File: src/rtl/crc16_ctrl_pkg.sv
`default_nettype none
// ============================================================================
// Module   : crc16_ctrl_pkg
// Purpose  : Shared state encoding and constants for the CRC16 sequencer.
// Revision : 1.0 - initial release
// ============================================================================
package crc16_ctrl_pkg;

  typedef enum logic [2:0] {
    ST_IDLE  = 3'd0,
    ST_SEED  = 3'd1,
    ST_DATA  = 3'd2,
    ST_CRC   = 3'd3,
    ST_CHECK = 3'd4,
    ST_DONE  = 3'd5
  } state_t;

  localparam int   CRC_BITS = 16;
  localparam logic MODE_TX  = 1'b0;
  localparam logic MODE_RX  = 1'b1;

endpackage
`default_nettype wire

File: src/rtl/crc16_stall_wdt.sv
`default_nettype none
// ============================================================================
// Module   : crc16_stall_wdt
// Purpose  : Counts consecutive stalled sequencing cycles; fires on the
//            STALL_LIMIT-th one.
// Revision : 1.0 - initial release
// ============================================================================
module crc16_stall_wdt #(
  parameter int STALL_LIMIT = 64
) (
  input  logic clk,
  input  logic rst,
  input  logic i_active,
  input  logic i_stall,
  output logic o_fire
);

  localparam int CW = $clog2(STALL_LIMIT + 1);

  logic [CW-1:0] r_cnt;

  assign o_fire = i_active && i_stall && (r_cnt == CW'(STALL_LIMIT - 1));

  // The run restarts on any unstalled cycle and after firing, so the counter never wraps.
  always_ff @(posedge clk) begin
    if (rst) begin
      r_cnt <= '0;
    end else if (!i_active || !i_stall || o_fire) begin
      r_cnt <= '0;
    end else begin
      r_cnt <= r_cnt + CW'(1);
    end
  end

endmodule
`default_nettype wire

File: src/rtl/crc16_seq_ctrl.sv
`default_nettype none
// ============================================================================
// Module   : crc16_seq_ctrl
// Purpose  : Sequences seed/compute/shift-out/check controls of a serial
//            USB CRC16 engine. Optional stall watchdog: CRC16_TIMEOUT_EN.
// Revision : 1.0 - initial release
// ============================================================================
module crc16_seq_ctrl
  import crc16_ctrl_pkg::*;
#(
  parameter int MAX_BYTES_W = 10,
  parameter int STALL_LIMIT = 64
) (
  input  logic                   clk_c,
  input  logic                   reset,
  input  logic                   start,
  input  logic                   mode,
  input  logic [MAX_BYTES_W-1:0] byte_cnt,
  input  logic                   stall,
  input  logic                   abort,
  input  logic                   crc_error,
  output logic                   crc_rst,
  output logic                   crc_cwe_z,
  output logic                   crc_halt,
  output logic                   crc_chck,
  output logic                   busy,
  output logic                   crc_phase,
  output logic                   done,
  output logic                   crc_ok,
  output logic                   crc_err,
  output logic                   timeout
);

  localparam int BW = MAX_BYTES_W + 3;

  state_t          r_state;
  state_t          w_next;
  logic            r_mode;
  logic [BW-1:0]   r_bit_total;
  logic [BW-1:0]   r_bit_cnt;
  logic            r_ok;
  logic            r_err;
  logic            w_accept;
  logic            w_active;
  logic            w_adv;
  logic            w_kill;
  logic            w_last_data;
  logic            w_last_crc;
  logic            w_wdt_fire;

  assign w_accept    = (r_state == ST_IDLE) && start;
  assign w_active    = (r_state == ST_DATA) || (r_state == ST_CRC);
  assign w_adv       = w_active && !stall;
  assign w_kill      = (r_state != ST_IDLE) && (abort || w_wdt_fire);
  assign w_last_data = (r_bit_cnt == r_bit_total - BW'(1));
  assign w_last_crc  = (r_bit_cnt == BW'(CRC_BITS - 1));

  always_comb begin
    w_next = r_state;
    case (r_state)
      ST_IDLE:  if (start) w_next = ST_SEED;
      ST_SEED:  w_next = (r_bit_total == '0) ? ST_CRC : ST_DATA;
      ST_DATA:  if (!stall && w_last_data) w_next = ST_CRC;
      ST_CRC:   if (!stall && w_last_crc) w_next = (r_mode == MODE_RX) ? ST_CHECK : ST_DONE;
      ST_CHECK: w_next = ST_DONE;
      ST_DONE:  w_next = ST_IDLE;
      default:  w_next = ST_IDLE;
    endcase
    if (w_kill) begin
      w_next = ST_IDLE;
    end
  end

  always_ff @(posedge clk_c) begin
    if (reset) begin
      r_state     <= ST_IDLE;
      r_mode      <= MODE_TX;
      r_bit_total <= '0;
      r_bit_cnt   <= '0;
      r_ok        <= 1'b0;
      r_err       <= 1'b0;
    end else begin
      r_state <= w_next;
      if (w_accept) begin
        r_mode      <= mode;
        r_bit_total <= {byte_cnt, 3'b000};
        r_ok        <= 1'b0;
        r_err       <= 1'b0;
      end
      // One counter serves both the payload bits and the 16 CRC bits.
      if (r_state == ST_SEED) begin
        r_bit_cnt <= '0;
      end else if (w_adv) begin
        if ((r_state == ST_DATA && w_last_data) || (r_state == ST_CRC && w_last_crc)) begin
          r_bit_cnt <= '0;
        end else begin
          r_bit_cnt <= r_bit_cnt + BW'(1);
        end
      end
      if (r_state == ST_CHECK && !w_kill) begin
        r_ok  <= !crc_error;
        r_err <= crc_error;
      end
    end
  end

`ifdef CRC16_TIMEOUT_EN
  logic r_timeout;

  crc16_stall_wdt #(
    .STALL_LIMIT (STALL_LIMIT)
  ) u_wdt (
    .clk      (clk_c),
    .rst      (reset),
    .i_active (w_active),
    .i_stall  (stall),
    .o_fire   (w_wdt_fire)
  );

  always_ff @(posedge clk_c) begin
    if (reset) begin
      r_timeout <= 1'b0;
    end else if (w_accept) begin
      r_timeout <= 1'b0;
    end else if (w_wdt_fire) begin
      r_timeout <= 1'b1;
    end
  end

  assign timeout = r_timeout;
`else
  assign w_wdt_fire = 1'b0;
  assign timeout    = 1'b0;
`endif

  // The engine is reseeded on the abort cycle so the next packet starts clean.
  assign crc_rst   = reset || (r_state == ST_SEED) || w_kill;
  assign crc_cwe_z = (r_state == ST_CRC) && (r_mode == MODE_TX);
  assign crc_halt  = w_active && stall;
  assign crc_chck  = (r_state == ST_CHECK);
  assign busy      = (r_state != ST_IDLE);
  assign crc_phase = (r_state == ST_CRC);
  assign done      = (r_state == ST_DONE) && !w_kill;
  assign crc_ok    = r_ok;
  assign crc_err   = r_err;

endmodule
`default_nettype wire

File: config.mk
export PLATFORM = sky130hd
export DESIGN_NAME = crc16_seq_ctrl
export DESIGN_NICKNAME = d
export VERILOG_FILES = /design/src/rtl/crc16_ctrl_pkg.sv /design/src/rtl/crc16_stall_wdt.sv /design/src/rtl/crc16_seq_ctrl.sv
export SDC_FILE = /design/constraint.sdc
export NUM_CORES = 1
export LEC_CHECK = 0
export BUFFER_PORTS_ARGS = -buffer_cell sky130_fd_sc_hd__buf_2
export CORE_ASPECT_RATIO = 0.9
export CORE_MARGIN = 5
export CORE_UTILIZATION = 44
export CTS_BUF_LIST = sky130_fd_sc_hd__clkbuf_16
export DETAILED_ROUTE_END_ITERATION = 12
export HOLD_SLACK_MARGIN = 0.15
export PLACE_DENSITY_LB_ADDON = 0.15
export SLEW_MARGIN = 10
export SYNTH_ARGS = -nofsm -noshare
export SYNTH_HDL_FRONTEND = slang
export SYNTH_HIERARCHICAL = 1
export SYNTH_SLANG_ARGS = --single-unit
File: constraint.sdc
create_clock -name clk_c -period 3.6 [get_ports clk_c]
set_input_delay 0.18 -clock clk_c [delete_from_list [all_inputs] [get_ports clk_c]]
set_output_delay 0.18 -clock clk_c [all_outputs]
set_load 0.02 [all_outputs]
## Yosys cells after proc, flatten, opt, wreduce, memory -nomap -nowiden

Cells that the tools add are included.

- Bitwise operators: 1
- Eq/ne operators: 10
- Reductions and logical operators: 25
- Multiplexer cells: 10
- Add/sub/neg operators: 2

Operators by type and width:

| operator | count |
|---|---|
| case mux 3 bit (5 select lines) | 1 |
| adder 13 x 1 -> 13 bit (second input constant) | 1 |
| == test 13 bit | 1 |
| == test 13 x 4 -> 1 bit (second input constant) | 1 |
| zero test 13 bit | 1 |
| 2-to-1 mux 13 bit | 1 |
| subtractor 13 x 1 -> 13 bit (second input constant) | 1 |
| logical AND 1 bit | 11 |
| 2-to-1 mux 3 bit | 3 |
| == test 3 x 2 -> 1 bit (second input constant) | 2 |
| == test 3 bit (second input constant) | 2 |
| 2-to-1 mux 1 bit | 5 |
| logical OR 1 bit | 4 |
| != test 2 x 1 -> 1 bit (second input constant) | 2 |
| OR reduction 2 bit | 2 |
| == test 3 x 1 -> 1 bit (second input constant) | 1 |
| zero test 1 bit | 3 |
| zero test 3 bit | 1 |
| AND reduction 3 bit | 1 |
| nonzero test 3 bit | 1 |
| != test 2 bit (second input constant) | 1 |
| nonzero test 2 bit | 1 |
| inverter 1 bit | 1 |

- Logic and storage cells: 54
- Output and inout bits: 10
- Register bits after elaboration: 29
- Bits of input ports: 17

## Logic depth before layout (Yosys ltp)

- Depth after elaboration: 5
- Depth in mapped cells: 8
- Mapped depth without buffers: 8

## Worst setup path after synthesis

No wires, ideal clock.

- Path type: register -> register
- Start: register r_bit_total[3]
- End: register r_bit_cnt[6]
- Arrival time: 2.051 ns
- Library setup time: 0.131 ns
- Stages on the path, launching flop included: 9
- Data required time: 3.469 ns
- Path buffers: 0
- Clock period less this slack: 2.182 ns
- Slack: 1.418 ns
- Cell sequence: dfxtp_1 > inv_1 > ha_1 > nor2b_1 > or3_1 > a31oi_1 > o2111ai_4 > o31ai_4 > o22ai_1

- Longest elaborated chain between the ends: 5

RTL lines:

| item | line | source |
|---|---|---|
| from (decl) | crc16_seq_ctrl.sv:39 | `logic [BW-1:0] r_bit_total;` |
| from (signal assigned) | crc16_seq_ctrl.sv:86 | `r_bit_total <= {byte_cnt, 3'b000};` |
| subtractor 13 x 1 -> 13 bit | crc16_seq_ctrl.sv:55 | `assign w_last_data = (r_bit_cnt == r_bit_total - BW'(1));` |
| == test 13 bit | crc16_seq_ctrl.sv:55 |  |
| logical AND 1 bit | crc16_seq_ctrl.sv:94 | `if ((r_state == ST_DATA && w_last_data) \|\| (r_state == ST_CRC && w_last_crc)) begin` |
| logical OR 1 bit | crc16_seq_ctrl.sv:94 |  |
| 2-to-1 mux 13 bit | crc16_seq_ctrl.sv:94 |  |
| to (signal assigned) | crc16_seq_ctrl.sv:97 | `r_bit_cnt <= r_bit_cnt + BW'(1);` |
| to (decl) | crc16_seq_ctrl.sv:40 | `logic [BW-1:0] r_bit_cnt;` |

Every way passes these cells.
A chain may end at the register's enable or synchronous reset.

## Worst setup path in the final report

- Start: register r_bit_total[3]
- End: register r_bit_cnt[8]

The elaborated chain is that of the path after synthesis.

==> qor.yml <==
postRouteAntennaNets: 0
synthAdderAreaFrac: 0.0141
r2r-start: "r_bit_total[3]"
rr_endpoint: "r_bit_cnt[8]"
placed_cell_area_um2: 1910
tritoncts: "yes"
syn_area_per_cell_um2: 7.83
antenna_found_initial: 0
fin_crit_sh: 0.675
die-area_um2: 5410
synthMuxAreaShare: 0
fmax_mhz: 412
status: "finished clean"
min_period_ns: 2.43
setup_viol: 0
layout.cells.non_filler: 303
synthCells: 227
nNetsFinal: 274
fillers: 392
grt_pass1_vias: 1464
grt_max_degree: 18
async_reset_ff_frac: 0
vdd_drop_max_uv: 294
hpwl_um: 3040
worstSetupPathType: "register to register"
reg2reg_slack_ns: 1.17
power.switching_mw: 0.258
synth-simple-area-share: 0.341
track_usage: 0.153
crit_family: "compound AO/OA/AOI/OAI gates"
synth_ff_type: "dfxtp_1"
hold_class: "input port to register"
cts_htree_levels: 2
wl_per_cell_um: 13.3
final_cell_mix: "39 x nand2_1, 29 x dfxtp_1, 25 x buf_2"
clkSinkCount: 29
clk_latency_ns: 0.27
end_kind: "register"
maxCapViolations: 0
clockBufferDepth: 2
path_buf_inv: 1
synth_area_um2: 1780
path_max_fanout: 8
slew_violations: 0
synth_edf_count: 0
powerDensity_nw_per_um2: 435
dp.cells: 288
finalPower_mw: 0.925
syn-num-nets: 246
cts.clk_slew.worst_paths_ns: 0.04
core_um2: 3990
yosysWarnings: 6
synth_top_family_by_area: "simple AND/OR/NAND/NOR gates"
synthXorXnorAreaFrac: 0.101
num_antenna_cells: 0
drcViolationCount: 0
die_w_um: 77.0
ios: 27
routed_wl_um: 4020
swShare: 0.279
row_count: 22
crit_path_max_incr_delay_ns: 0.41
drtPass1Iterations: 4
io_buffer_count: 25
worstRegToRegCells: 8
ys_seq_elements: 29
required_ns: 3.74
drt_iter0_markers: 49
intPower_mw: 0.667
cts_root_buf: "clkbuf_16"
syn_to_final_growth_pct: 19.6
final_common_cell: "nand2_1"
finalWeightedCongestion: 0.781
min_from: "byte_cnt[9]"
design_area_um2: 2130
start_util: 0.445
die_y_um: 70.3
vias: 1636
hold_end: "r_bit_total[12]"
finalHoldViolCount: 0
cp_slowest_cell: "dfxtp_1"
grt_pass1_wl_um: 6660
critPathArrivalTime_ns: 2.57
p_seq_frac: 0.390
finClkSkew_ns: 0.00284
critPathLaunchType: "register"
pwr-share-comb: 0.210
synth_cell_types: 53
power.share.clock: 0.400
fin_ws_ns: 1.17
worstPathCellList: "inv_1 -> ha_1 -> nor2b_1 -> or3_1 -> a31oi_1 -> o2111ai_4 -> o31ai_4 -> o22ai_1"
fin_setup_tns_ns: 0
routed_via_density: 5.40
seq_area_frac_synth: 0.327
hold_depth: 3
grt_setup_unrepaired: "no"
post-place-ws_ns: 1.15
numCtsBuffers: 5
cellLeakagePower_nw: 0.841
drive_gt1_frac: 0.157
grt.overflow.total: 0
synth_compound_area_frac: 0.172
area by class of cell:
cell class	instances	area, µm²	share of cell area
Clock buffer	5	125	0.0589
Tap cell	48	60.1	0.0283
Inverter	7	26.3	0.0124
Multi-Input combinational cell	179	1120	0.527
Sequential cell	29	581	0.273
Timing Repair Buffer	33	205	0.0965
Clock inverter	2	7.51	0.00353
flip-flops by register name (all words and copies together) (netlist names):
register,cells
r_mode,1
crc_err,1
crc_ok,1
r_bit_total,10
r_state,3
r_bit_cnt,13
metrics by stage:
stage / hold WS (ns) / utilization
finish: 0.152 / 0.533
global route: 0.183 / 0.533
CTS: 0.152 / 0.533
detailed placement: 0.426 / 0.479
global placement: 0.422 / 0.479
floorplan: 0.270 / -
power groups by stage:
stage	logic (mW)	registers [mW]	clock network, mW
2_1_floorplan	0.158	0.357	0
3_3_place_gp	0.189	0.366	0
3_5_place_dp	0.189	0.367	0
4_1_cts	0.197	0.361	0.381
5_1_grt	0.217	0.364	0.390
6_report	0.194	0.361	0.370
worst register-to-register path, delay by kind of cell (launching register included):
family	cells	cell delay (ns)
AOI/OAI and AO/OA	4	1.10
adders and majority gates	1	0.25
buffers and inverters	1	0.07
DFF	1	0.41
and+or+nand+nor	2	0.49
cells by family after synthesis:
logic type / after synthesis
AND/OR/NAND/NOR: 114
AO/OA/AOI/OAI: 43
flip-flops: 29
XOR/XNOR: 19
buffers and inverters: 19
adder cells (fa/ha/maj): 2
other: 1
how the worst max path moves through the flow:
stage	from	endpoint	slack, ns	cells past startpoint
3_5_place_dp	r_bit_total[3]	r_bit_cnt[8]	1.15	8
6_report	r_bit_total[3]	r_bit_cnt[8]	1.17	8
3_3_place_gp	r_bit_total[3]	r_bit_cnt[6]	1.24	8
4_1_cts	r_bit_total[3]	r_bit_cnt[8]	1.14	8
5_1_grt	r_bit_total[3]	r_bit_cnt[6]	1.01	8
2_1_floorplan	r_bit_total[3]	r_bit_cnt[6]	1.42	8
synthesized netlist by cell type (all sizes together) (2+ instances only):
library cell	n	area share
nor4	3	0.014
buf	2	0.0070
nor2	18	0.038
and3b	2	0.011
a21oi	18	0.051
nand2b	5	0.018
nand4	4	0.014
clkbuf	10	0.021
o22ai	3	0.011
nand3	9	0.025
ha	2	0.014
nor2b	3	0.011
nor4b	5	0.037
dfxtp	29	0.33
xnor2	7	0.034
xor2	11	0.054
and2	5	0.018
a31oi	4	0.014
o2111ai	2	0.020
o21ai	4	0.011
or2	3	0.011
nand3b	2	0.0084
inv	7	0.015
nor3	9	0.025
and4	2	0.0099
nand2	39	0.082
metal layers:
metal  global-route usage  vias up  part of all wire
met3               0.0438        6             0.045
met1                0.202      741              0.49
li1                     -      854                 -
met5                    0        -                 0
met2                0.225       35              0.45
met4               0.0802        0             0.015
timing repair:
item | CTS | global route
hold buffers | 8 | 0
setup buffers | 0 | 0
setup endpoints to repair | 0 | 0
resized for setup | 0 | 0
endpoints found under the hold margin | 8 | 0
No activity file was read; power rests on OpenSTA's default activity.
